## config.mk

```make
export PLATFORM = sky130hd
export DESIGN_NAME = apb_arbiter
export DESIGN_NICKNAME = d
export VERILOG_FILES = /design/src/rtl/apb_arbiter.sv
export SDC_FILE = /design/constraint.sdc
export NUM_CORES = 1
export LEC_CHECK = 0
export ABC_AREA = 1
export CAP_MARGIN = 30
export CORE_MARGIN = 2
export CORE_UTILIZATION = 35
export CTS_CLUSTER_DIAMETER = 200
export CTS_CLUSTER_SIZE = 40
export DETAILED_ROUTE_END_ITERATION = 10
export HOLD_SLACK_MARGIN = 0.12
export PLACE_DENSITY = 0.74
export SYNTH_ARGS = -nofsm -noshare
export SYNTH_HDL_FRONTEND = slang
export SYNTH_SLANG_ARGS = --single-unit
```

## constraint.sdc

```tcl
create_clock -name HCLK -period 5 [get_ports HCLK]
set_clock_uncertainty 0.15 [all_clocks]
set_input_delay 0.75 -clock HCLK [delete_from_list [all_inputs] [get_ports HCLK]]
set_output_delay 0.75 -clock HCLK [all_outputs]
set_load 0.01 [all_outputs]
```

## src/rtl/apb_arbiter.sv

```systemverilog
// apb_arbiter: two-requester round-robin arbiter in front of one APB master port.
// Transfers run IDLE -> SETUP -> ACCESS (wait states) -> IDLE with a DONE pulse.
// Ports:
//   HCLK, HRESET          clock, async active-high reset
//   REQ/REQ_ADDR/REQ_WRITE/REQ_WDATA  per-requester request bundle (req 0 in low slice)
//   DONE/ERR/RDATA        per-requester completion pulse, status, shared read data
//   GRANT_ID              requester currently owning the bus
//   PSEL/PENABLE/PADDR/PWRITE/PWDATA/PRDATA/PREADY/PSLVERR  APB master side
// Optional: define APB_ARB_TIMEOUT_EN to abort ACCESS after TIMEOUT_CYCLES wait states.
module apb_arbiter #(
  parameter int ADDR_WIDTH     = 32,
  parameter int DATA_WIDTH     = 32,
  parameter int TIMEOUT_CYCLES = 16
) (
  input  logic                    HCLK,
  input  logic                    HRESET,
  input  logic [1:0]              REQ,
  input  logic [2*ADDR_WIDTH-1:0] REQ_ADDR,
  input  logic [1:0]              REQ_WRITE,
  input  logic [2*DATA_WIDTH-1:0] REQ_WDATA,
  output logic [1:0]              DONE,
  output logic [1:0]              ERR,
  output logic [DATA_WIDTH-1:0]   RDATA,
  output logic                    GRANT_ID,
  output logic                    PSEL,
  output logic                    PENABLE,
  output logic [ADDR_WIDTH-1:0]   PADDR,
  output logic                    PWRITE,
  output logic [DATA_WIDTH-1:0]   PWDATA,
  input  logic [DATA_WIDTH-1:0]   PRDATA,
  input  logic                    PREADY,
  input  logic                    PSLVERR
);

  typedef enum logic [1:0] {
    IDLE   = 2'd0,
    SETUP  = 2'd1,
    ACCESS = 2'd2
  } state_t;

  state_t                r_state;
  logic [1:0]            r_done;
  logic [1:0]            r_err;
  logic [DATA_WIDTH-1:0] r_rdata;
  logic                  r_gid;
  logic                  r_last;
  logic                  r_psel;
  logic                  r_penable;
  logic [ADDR_WIDTH-1:0] r_paddr;
  logic                  r_pwrite;
  logic [DATA_WIDTH-1:0] r_pwdata;

  logic [1:0]            w_elig;
  logic                  w_win;
  logic [ADDR_WIDTH-1:0] w_addr;
  logic                  w_write;
  logic [DATA_WIDTH-1:0] w_wdata;
  logic [1:0]            w_gid_oh;
  logic                  w_tmo_hit;
  logic                  w_fin;

  // A requester whose DONE is high this cycle is still holding REQ
  // from the finished transfer; mask it to avoid a duplicate grant.
  assign w_elig = REQ & ~r_done;

  // On a tie the requester not granted last wins.
  assign w_win = (w_elig == 2'b11) ? ~r_last : w_elig[1];

  assign w_addr  = w_win ? REQ_ADDR[2*ADDR_WIDTH-1 -: ADDR_WIDTH]
                         : REQ_ADDR[ADDR_WIDTH-1:0];
  assign w_write = w_win ? REQ_WRITE[1] : REQ_WRITE[0];
  assign w_wdata = w_win ? REQ_WDATA[2*DATA_WIDTH-1 -: DATA_WIDTH]
                         : REQ_WDATA[DATA_WIDTH-1:0];

  assign w_gid_oh = r_gid ? 2'b10 : 2'b01;

`ifdef APB_ARB_TIMEOUT_EN
  localparam int TW = $clog2(TIMEOUT_CYCLES + 1);

  logic [TW-1:0] r_tmo;

  // Counts ACCESS cycles with PREADY low; the hit fires on the
  // TIMEOUT_CYCLES-th such cycle so the abort lands on that edge.
  always_ff @(posedge HCLK or posedge HRESET) begin
    if (HRESET) begin
      r_tmo <= '0;
    end else if (r_state == SETUP) begin
      r_tmo <= '0;
    end else if (r_state == ACCESS && !PREADY) begin
      r_tmo <= r_tmo + 1'b1;
    end
  end

  assign w_tmo_hit = (r_state == ACCESS) && !PREADY
                  && (r_tmo == TW'(TIMEOUT_CYCLES - 1));
`else
  logic w_unused_tmo;

  assign w_unused_tmo = (TIMEOUT_CYCLES > 0);
  assign w_tmo_hit    = 1'b0;
`endif

  assign w_fin = PREADY | w_tmo_hit;

  always_ff @(posedge HCLK or posedge HRESET) begin
    if (HRESET) begin
      r_state   <= IDLE;
      r_done    <= '0;
      r_err     <= '0;
      r_rdata   <= '0;
      r_gid     <= 1'b0;
      r_last    <= 1'b1;
      r_psel    <= 1'b0;
      r_penable <= 1'b0;
      r_paddr   <= '0;
      r_pwrite  <= 1'b0;
      r_pwdata  <= '0;
    end else begin
      r_done <= '0;
      r_err  <= '0;
      unique case (r_state)
        IDLE: begin
          if (|w_elig) begin
            r_gid    <= w_win;
            r_paddr  <= w_addr;
            r_pwrite <= w_write;
            r_pwdata <= w_wdata;
            r_psel   <= 1'b1;
            r_state  <= SETUP;
          end
        end
        SETUP: begin
          r_penable <= 1'b1;
          r_state   <= ACCESS;
        end
        ACCESS: begin
          if (w_fin) begin
            r_psel    <= 1'b0;
            r_penable <= 1'b0;
            r_done    <= w_gid_oh;
            r_last    <= r_gid;
            r_state   <= IDLE;
            if (PREADY) begin
              r_err <= w_gid_oh & {2{PSLVERR}};
              if (!r_pwrite) begin
                r_rdata <= PRDATA;
              end
            end else begin
              // Timed out: report error, never forward stale bus data.
              r_err   <= w_gid_oh;
              r_rdata <= '0;
            end
          end
        end
        default: begin
          r_state <= IDLE;
        end
      endcase
    end
  end

  assign DONE     = r_done;
  assign ERR      = r_err;
  assign RDATA    = r_rdata;
  assign GRANT_ID = r_gid;
  assign PSEL     = r_psel;
  assign PENABLE  = r_penable;
  assign PADDR    = r_paddr;
  assign PWRITE   = r_pwrite;
  assign PWDATA   = r_pwdata;

endmodule

```

* Yosys cells after proc, flatten, opt, wreduce, memory -nomap -nowiden
Cells that the tools add are included.
** Storage, ports and cells
- Register bits :: 107
- Output and inout port bits :: 104
** Operators by class
- Multiplexer cells :: 16
- Equal/unequal tests :: 5
- Reduce and logical (&&, ||, !) cells :: 10
- Bitwise gates (word level) :: 5
** Operator list (count)
- 2-to-1 mux 32 bit :: 2
- 2-to-1 mux 2 bit :: 7
- AND reduction 2 bit :: 4
- one-hot mux 2 bit (3 select lines) :: 1
- AND reduction 3 bit :: 2
- bitwise AND 2 bit :: 2
- equality test 2 bit (second input constant) :: 2
- 2-to-1 mux 1 bit :: 4
- != test 2 bit (second input constant) :: 2
- one-hot mux 1 bit (2 select lines) :: 2
- nonzero test 2 bit :: 2
- equality test 2 x 1 -> 1 bit (second input constant) :: 1
- zero test 2 bit :: 1
- NOT 1 bit :: 2
- NOT 2 bit :: 1
- OR reduction 2 bit :: 1

* Longest topological paths before layout
- Depth in word-level cells :: 5
- Gate-level depth with buffers :: 8
- Depth with buffers taken out :: 6

* Worst setup path after synthesis
No wires, ideal clock.
- Kind :: input to register
- Start point :: in REQ[0]
- End point :: reg r_pwdata[21], in the netlist PWDATA[21]
- Arrival time :: 1397 ps
- Stages :: 7
- Required time :: 4733 ps
- Setup slack :: 3336 ps
- Setup time :: 117 ps
- Path buffers :: 2
- Cell sequence :: nand2_1 > nand2_1 > nand3_2 > buf_4 > buf_2 > nand2_1 > nand2_1
** On the way
- Word-level cells in the longest chain between the ends :: 4
** RTL lines
- from (decl) :: line 17 : input logic [1:0] REQ,
- bitwise AND 2 bit (*) :: line 64 : assign w_elig = REQ & ~r_done;
- equality test 2 bit :: line 67 : assign w_win = (w_elig == 2'b11) ? ~r_last : w_elig[1];
- 2-to-1 mux 1 bit :: line 67
- 2-to-1 mux 32 bit :: line 72 : assign w_wdata = w_win ? REQ_WDATA[2*DATA_WIDTH-1 -: DATA_WIDTH]
- to (signal assigned) :: line 127 : r_pwdata <= w_wdata;
- to (decl) :: line 51 : logic [DATA_WIDTH-1:0] r_pwdata;
Every way passes the cells marked *; elsewhere a longest branch is shown, timed or not.
A chain may end at the register's enable or synchronous reset.

* Worst setup path in the final report
- Start point :: in REQ[1]
- End point :: reg r_paddr[26], in the netlist PADDR[26]
** On the way
- Word-level cells in the longest chain between the ends :: 4
** RTL lines
- bitwise AND 2 bit (*) :: line 64
- equality test 2 bit :: line 67
- 2-to-1 mux 1 bit :: line 67
- 2-to-1 mux 32 bit :: line 69 : assign w_addr = w_win ? REQ_ADDR[2*ADDR_WIDTH-1 -: ADDR_WIDTH]
- to (signal assigned) :: line 125 : r_paddr <= w_addr;
- to (decl) :: line 49 : logic [ADDR_WIDTH-1:0] r_paddr;
Marks and branches as above.

==> run summary <==
Critical path capture point type: flop
Mapped cell area: 0.00535 mm^2
CP required: 5.08 ns
Leakage: 4.48 nW
Post-route antenna net violation count: 0
FMAX: 0.375 GHz
Worst-Margin Slew: 0.891 ns
CTS tree: yes
Dpl hpwl: 11.9 mm
Post_cts resized: 0
Total grt overflow: 0
Clock slew at reported path FFs: 0.07 ns
Crit path DAT: 2.75 ns
Max Root-Sink Buffers: 2
Kind of critical path: input port to flop
Row count: 45
Post-synthesis simple-gate area fraction: 0.354
Share of post-route cells with drive strength above 1: 0.0393
Critical Path Fanout Max: 35
Crit start category: input port
#FFs+latches synth: 107
MaxCap Viol Count: 0
DR WL/cell: 14.1 um
RSZ-0062 raised after global routing: false
Mux cell area share after synthesis: 0
Initial DRC Count: 445
CTS Buf Count: 9
Multi-input gate area: 0.00193 mm^2
Mapped Cells: 739
Commonest non-fill, non-tap cells in the layout: 274 x nand2_1, 271 x clkdlybuf4s50_1, 162 x nand3_1
Remaining routing DRC violations: 0
Largest net degree at the start of global routing: 68
Gr usage total: 0.205
Initial antenna violation count: 0
Nets@finish: 1155
Die height: 128 um
Synth cell types: 17
Clk root buf: clkbuf_16
Main combinational cell family by area after synthesis: simple AND/OR/NAND/NOR gates
Register area share after synthesis: 0.501
Core Footprint: 0.0151 mm^2
Setup_tns: 0 ns
Hold_buf cts: 0
Yosys warnings: 0
Max-slew violations: 0
Die Area: 0.0163 mm^2
Via density: 4.56
Adder-Cell Fraction of Synth Area: 0
Outcome: complete, no violations
Clock latency at the later pin of the worst-skew pair: 0.34 ns
Commonest non-fill, non-tap cell in the layout: nand2_1
Initial cell density of the core: 0.355
Final critical-path share of the clock period: 0.533
Max transition margin: 0.404
Final Hold Fails: 0
Global-route wire length before repair: 26.3 mm
Detailed Route WL: 16.6 mm
H-tree depth: 3
GPL Wtd Cong: 0.784
HP Class: flop to flop
Register Area: 0.00268 mm^2
Dpl cells: 1164
Fillers: 1391
Total power: 4.60 mW
Xor and xnor area share after synthesis: 0
Peak VDD IR: 220 uV
Syn avg cell area: 7.24 um^2
Vias in the first global route: 5054
1st-pass router iterations: 4
Post-CTS setup buffers: 0
Die width: 128 um
Min Tclk post-route: 2.67 ns
Post-Syn Nets: 907
I/O Pins: 272
PD cells: 540 mW/mm^2
Compound-Gate Fraction of Synth Area: 0.00351
Endpoints failing setup: 0
Vias post-DR: 5382
I/O Buffers: 271
FF-to-FF setup slack: 2.77 ns
Ant diodes: 0
Clock sink count: 107
Non-filler instance count after layout: 1180
Min Hold Slack: 0.319 ns
Area growth from synthesis to layout: 59.4%
-- per-stage QoR --
step                instance area, um^2  setup WS, ns   util
finish                             8530          2.33  0.565
global route                       8530          2.17  0.565
CTS                                8530          2.34  0.565
detailed placement                 8170          1.95  0.541
global placement                   8150          1.99  0.540
floorplan                          5350          1.28      -
-- routing by layer --
metal	GRT usage	share of wire	up-vias
met2	0.324	0.46	211
met5	0	0	-
met3	0.0710	0.10	22
met1	0.262	0.42	2435
li1	-	-	2714
met4	0.0724	0.020	0
-- cell usage after synthesis, drive strengths merged --
master	count	area share
inv	139	0.097
nor2	5	0.0044
buf	39	0.041
o21ai	2	0.0019
dfrtp	106	0.50
nand2	275	0.19
dfstp	1	0.0049
nand3	164	0.15
a21oi	1	0.0016
clkbuf	5	0.0035
nor3	2	0.0019
-- state kept, by name, indices dropped and copies added (netlist names), 2 cells and up --
| name | cells |
|---|---|
| r_state | 2 |
| RDATA | 32 |
| PADDR | 32 |
| DONE | 2 |
| PWDATA | 32 |
| ERR | 2 |
-- worst paths after layout --
check	startpoint	cells after the start	endpoint
max	REQ[1]	7	PADDR[26]
min	RDATA[30]	2	RDATA[30]
max reg2reg	r_last	6	PADDR[5]
min reg2reg	RDATA[30]	2	RDATA[30]
max in group asynchronous	HRESET	3	r_last
min in group asynchronous	HRESET	2	PADDR[24]
-- area by class of cell --
cell class	count	area share
timing repair buffer	281	0.328
sequential	107	0.314
multi-input combinational	449	0.227
inverter	139	0.0615
clock buffer	12	0.0313
tap	188	0.0276
clock inverter	4	0.0112
-- worst max-delay path, cell delays in order --
cell and delay [ns]:
clkdlybuf4s50_1 0.50, nand2_1 0.12, nand2_1 0.09, nand3_2 0.57, buf_4 0.52, nand2_1 0.11, nand2_1 0.06
-- logic make-up after synthesis --
kind of cell           Yosys count
AO/OA/AOI/OAI                    3
buffers and inverters          183
flip-flops                     107
AND/OR/NAND/NOR                446
-- report_power, final --
part / switching, mW / internal [mW]
clock: 0.313 / 0.530
sequential: 0.239 / 1.29
combinational: 1.15 / 1.09
total: 1.70 / 2.90
Note: power is estimated with default switching activity, not from simulation.
